[config.mk]
export PLATFORM = sky130hd
export DESIGN_NAME = tick_gen_multi
export DESIGN_NICKNAME = d
export VERILOG_FILES = /design/src/rtl/tick_gen_multi.sv
export SDC_FILE = /design/constraint.sdc
export NUM_CORES = 1
export LEC_CHECK = 0
export BUFFER_PORTS_ARGS = -buffer_cell sky130_fd_sc_hd__buf_2
export CAP_MARGIN = 40
export CORE_MARGIN = 1.5
export CORE_UTILIZATION = 55
export DETAILED_ROUTE_END_ITERATION = 7
export GPL_TIMING_DRIVEN = 1
export PLACE_DENSITY = 0.72
export SETUP_SLACK_MARGIN = 0.05
export SLEW_MARGIN = 20
export SYNTH_ARGS = -nofsm -noshare
export SYNTH_HDL_FRONTEND = slang
export SYNTH_SLANG_ARGS = --single-unit
[constraint.sdc]
create_clock -name clk_100Mhz -period 8.6 [get_ports clk_100Mhz]
set_clock_uncertainty 0.1 [all_clocks]
set_input_delay 1.72 -clock clk_100Mhz [delete_from_list [all_inputs] [get_ports clk_100Mhz]]
set_output_delay 1.72 -clock clk_100Mhz [all_outputs]
set_load 0.01 [all_outputs]
[src/rtl/tick_gen_multi.sv]
// Multi-channel strobe generator: each channel emits a 1-cycle tick every N clocks
// plus a near-50% square enable, with N reprogrammable immediately or at the next wrap.
module tick_gen_multi #(
    parameter int NUM_CH  = 4,
    parameter int DIV_W   = 16,
    parameter int DEF_DIV = 10,
    localparam int CH_W   = (NUM_CH > 1) ? $clog2(NUM_CH) : 1
) (
    input  logic              clk_100Mhz,
    input  logic              reset,
    input  logic              cfg_we,
    input  logic [CH_W-1:0]   cfg_ch,
    input  logic [DIV_W-1:0]  cfg_div,
    input  logic              cfg_immediate,
    input  logic [NUM_CH-1:0] ch_en,
    input  logic              sync_restart,
    output logic [NUM_CH-1:0] tick,
    output logic [NUM_CH-1:0] sq,
    output logic              cfg_err
);

    // CH_W+1 bits always hold NUM_CH, so the range check works for power-of-two counts.
    logic cfg_ch_ok;
    logic cfg_div_ok;
    logic cfg_valid;
    logic cfg_err_q;
    logic cfg_err_d;

    assign cfg_ch_ok  = ({1'b0, cfg_ch} < (CH_W + 1)'(NUM_CH));
    assign cfg_div_ok = (cfg_div >= DIV_W'(2));
    assign cfg_valid  = cfg_we && cfg_ch_ok && cfg_div_ok;
    assign cfg_err_d  = cfg_we && !cfg_valid;

    // NOTE: sequential state is updated with non-blocking assignments so every
    // register samples the pre-edge values of its neighbours.
    always_ff @(posedge clk_100Mhz or posedge reset) begin
        if (reset) begin
            cfg_err_q <= 1'b0;
        end else begin
            cfg_err_q <= cfg_err_d;
        end
    end

    assign cfg_err = cfg_err_q;

    for (genvar i = 0; i < NUM_CH; i++) begin : g_ch
        logic [DIV_W-1:0] cnt_q, cnt_d;
        logic [DIV_W-1:0] div_act_q, div_act_d;
        logic [DIV_W-1:0] div_pend_q, div_pend_d;
        logic             pend_v_q, pend_v_d;
        logic             tick_q, tick_d;
        logic             sq_q, sq_d;
        logic             sel;
        logic             wrap;

        assign sel  = cfg_valid && (cfg_ch == CH_W'(i));
        assign wrap = (cnt_q >= div_act_q - DIV_W'(1));

        // NOTE: every signal driven here gets a default first, so no path
        // through the branches can leave one unassigned and infer a latch.
        always_comb begin
            cnt_d      = cnt_q;
            div_act_d  = div_act_q;
            div_pend_d = div_pend_q;
            pend_v_d   = pend_v_q;
            tick_d     = 1'b0;
            sq_d       = sq_q;

            if (sync_restart || (sel && cfg_immediate)) begin
                cnt_d = '0;
                sq_d  = 1'b0;
            end else if (ch_en[i]) begin
                if (wrap) begin
                    cnt_d  = '0;
                    tick_d = 1'b1;
                    sq_d   = 1'b1;
                    if (pend_v_q) begin
                        div_act_d = div_pend_q;
                        pend_v_d  = 1'b0;
                    end
                end else begin
                    cnt_d = cnt_q + DIV_W'(1);
                    if (cnt_d == (div_act_q >> 1)) begin
                        sq_d = 1'b0;
                    end
                end
            end

            // A write landing on a wrap edge overrides the pend state the wrap just consumed.
            if (sel) begin
                if (cfg_immediate) begin
                    div_act_d = cfg_div;
                    pend_v_d  = 1'b0;
                end else begin
                    div_pend_d = cfg_div;
                    pend_v_d   = 1'b1;
                end
            end
        end

        always_ff @(posedge clk_100Mhz or posedge reset) begin
            if (reset) begin
                cnt_q      <= '0;
                div_act_q  <= DIV_W'(DEF_DIV);
                div_pend_q <= DIV_W'(DEF_DIV);
                pend_v_q   <= 1'b0;
                tick_q     <= 1'b0;
                sq_q       <= 1'b0;
            end else begin
                cnt_q      <= cnt_d;
                div_act_q  <= div_act_d;
                div_pend_q <= div_pend_d;
                pend_v_q   <= pend_v_d;
                tick_q     <= tick_d;
                sq_q       <= sq_d;
            end
        end

        assign tick[i] = tick_q;
        assign sq[i]   = sq_q;
    end

endmodule

==> out/results.ini <==
[floorplanning]
fp.dieW_um = 160
fp.dieH_um = 160
dieArea_um2 = 25700
std_cell_rows = 57
start_util_pct = 56.1
core-area_um2 = 24300
io_pins = 36

[cts]
cts-root-buf = clkbuf_16
path_clk_slew_ns = 0.06
cts_max_path_buffers = 3
post_cts_buffers = 0
cts_tree = done
clock-sinks = 205
htreeDepth = 1
cts_made_buffers = 23
cts.repair.resized = 0
postCtsHoldBufs = 0
insertion_delay_ns = 0.53

[global_routing]
gr-total-overflow = 0
grt_pass1_vias = 10300
grt_max_degree = 97
grt_use_total_pct = 26.1
antenna_found_initial = 2
grt_pass1_wl_mm = 55.0

[timing]
timing.final.crit_share_pct = 57.5
rsz0062_at_grt = false
layout_min_cycle_time_ns = 4.94
max_freq_ghz = 0.202
finalSetupViolations = 0
worst_pin_slew_ns = 0.856
slew_headroom_pct = 42.5
hold_violations = 0
fin_setup_tns_ns = 0
drv_slew = 0

[power_and_ir_drop]
power_density_nw_per_um2 = 195
ir_drop_mv = 0.205
leakagePower_nw = 6.36
finalPower_mw = 2.88

[drt]
drt_iter0_drc = 667
routedWlPerCell_um = 18.7
drt_pass1_iterations = 5
ant_nets = 0
vias_per_cell = 6.16
drcViolationCount = 0
vias = 10900
drt_wl_total_mm = 33.1

[yosys]
syn_avg_cell_area_um2 = 9.41
yosys.area.top_type_share_pct = 34.7
synth_edf_count = 0
syn-cell-area_um2 = 13600
ys_ff_latch = 205
ys_warn_count = 0
synthFlopType = dfrtp_1
async_flop_share_pct = 100
synth-seq-area-share_pct = 37.8
yosys.cell_types.count = 66
yosysTopAreaCell = dfrtp_1
synth_cells = 1449
syn-num-nets = 1548
synth.area.top_cells = dfrtp_1 (35%), ha_1 (6.6%), xnor2_1 (5.7%)

[layout]
drive_above_1_share_pct = 13.2
multi_input_area_um2 = 7890
n_fill_cell = 2072
fin_nets = 1526
final_common_cell = dfrtp_1
regArea_um2 = 5150
syn_to_final_growth_pct = 8.07
final_cell_mix = dfrtp_1 (189), o21ai_0 (93), nand2_1 (90), xnor2_1 (89), nor2_1 (88)

[place]
io_buffers = 35
gp_congestion = 0.904
hpwlAfterDp_mm = 23.6

[worst_setup_path]
end_kind = flop
cp.required_ns = 8.95
crit_arrival_ns = 5.29
crit_path_start_kind = flop
crit_type = reg -> reg
critical_path.max_fanout = 12
reg2reg_depth = 13

[hold_path]
hold_class = reg -> reg
worstHoldPathCells = 1

[run_status]
status = finished clean

[job]
maxCapViolations = 0

==> final timing paths <==
path	startpoint	endpoint	slack [ns]
min in group asynchronous	reset	g_ch[1].div_act_q[0]	1.08
max	g_ch[0].div_act_q[4]	g_ch[0].div_act_q[1]	3.66
min	g_ch[0].div_pend_q[0]	g_ch[0].div_pend_q[0]	0.40
max reg2reg	g_ch[0].div_act_q[4]	g_ch[0].div_act_q[1]	3.66
max in group asynchronous	reset	g_ch[0].div_act_q[3]	5.95
min reg2reg	g_ch[0].div_pend_q[0]	g_ch[0].div_pend_q[0]	0.40
==> registers in the layout, indices dropped and copies added (netlist names) <==
name             flops
g_ch.sq_q            4
g_ch.div_pend_q     64
g_ch.tick_q          4
g_ch.pend_v_q        4
g_ch.cnt_q          64
cfg_err              1
g_ch.div_act_q      64
==> cell families after synthesis <==
group | share of synthesized area, %
adders and majority gates | 6.61
DFF | 37.8
muxes | 9.64
and+or+nand+nor | 18.1
AOI/OAI and AO/OA | 14.4
buffers and inverters | 4.41
xor gates and xnor gates | 9.12
==> through the flow <==
stage | area [µm²] | utilization, % | hold slack [ns] | worst slack [ns] | instances
6_report | 14700 | 60.6 | 0.402 | 3.66 | 1770
5_1_grt | 14700 | 60.6 | 0.418 | 3.09 | 1768
4_1_cts | 14700 | 60.4 | 0.405 | 3.64 | 1765
3_5_place_dp | 13900 | 57.3 | 0.393 | 3.65 | 1723
3_3_place_gp | 13900 | 57.0 | 0.367 | 3.77 | 1719
2_1_floorplan | 13600 | - | 0.357 | 1.21 | 1449
==> critical path, stage by stage (launching register included) <==
cell and delay, ns:
dfrtp_1 0.43, or4_1 0.58, nor4_1 0.27, nand2_1 0.13, or2_2 0.32, nor4_1 0.24
xnor2_1 0.11, ha_1 0.29, and4_1 0.23, o211ai_1 0.09, o211ai_1 0.61, nand3_1 0.70
nor2_1 0.55, a221o_1 0.22
==> power by group <==
part	total (mW)	internal [mW]	switching, mW
clock network	1.01	0.605	0.401
registers	1.27	1.11	0.163
logic	0.598	0.298	0.301
==> layout make-up <==
class | count | area share [%]
Timing Repair Buffer | 52 | 2.41
Tap cell | 324 | 2.75
Clock buffer | 35 | 4.62
Inverter | 41 | 1.10
Clock inverter | 7 | 0.603
Antenna cell | 2 | 0.0340
Multi-Input combinational cell | 1104 | 53.5
Sequential cell | 205 | 35.0
==> Yosys cell counts, types with 18 or more instances <==
library cell	count
nand4_1	24
xnor2_1	89
clkbuf_1	73
xor2_1	53
a21oi_1	73
o22ai_1	20
nand3_1	45
dfrtp_1	189
nor4_1	31
mux2i_1	57
o21ai_0	93
ha_1	72
inv_1	40
a21o_1	23
nor2_1	88
nand2_1	90
mux2_2	65
or3_1	18
nor3_1	52
==> layer usage <==
metal / part of all wire (%) / GRT usage, % / vias up
met3: 5.1 / 3.67 / 32
met4: 1.6 / 5.31 / 0
met5: 0 / 0 / -
li1: - / - / 5212
met1: 45 / 36.1 / 5410
met2: 48 / 43.8 / 246
No activity file was read; power rests on OpenSTA's default activity.
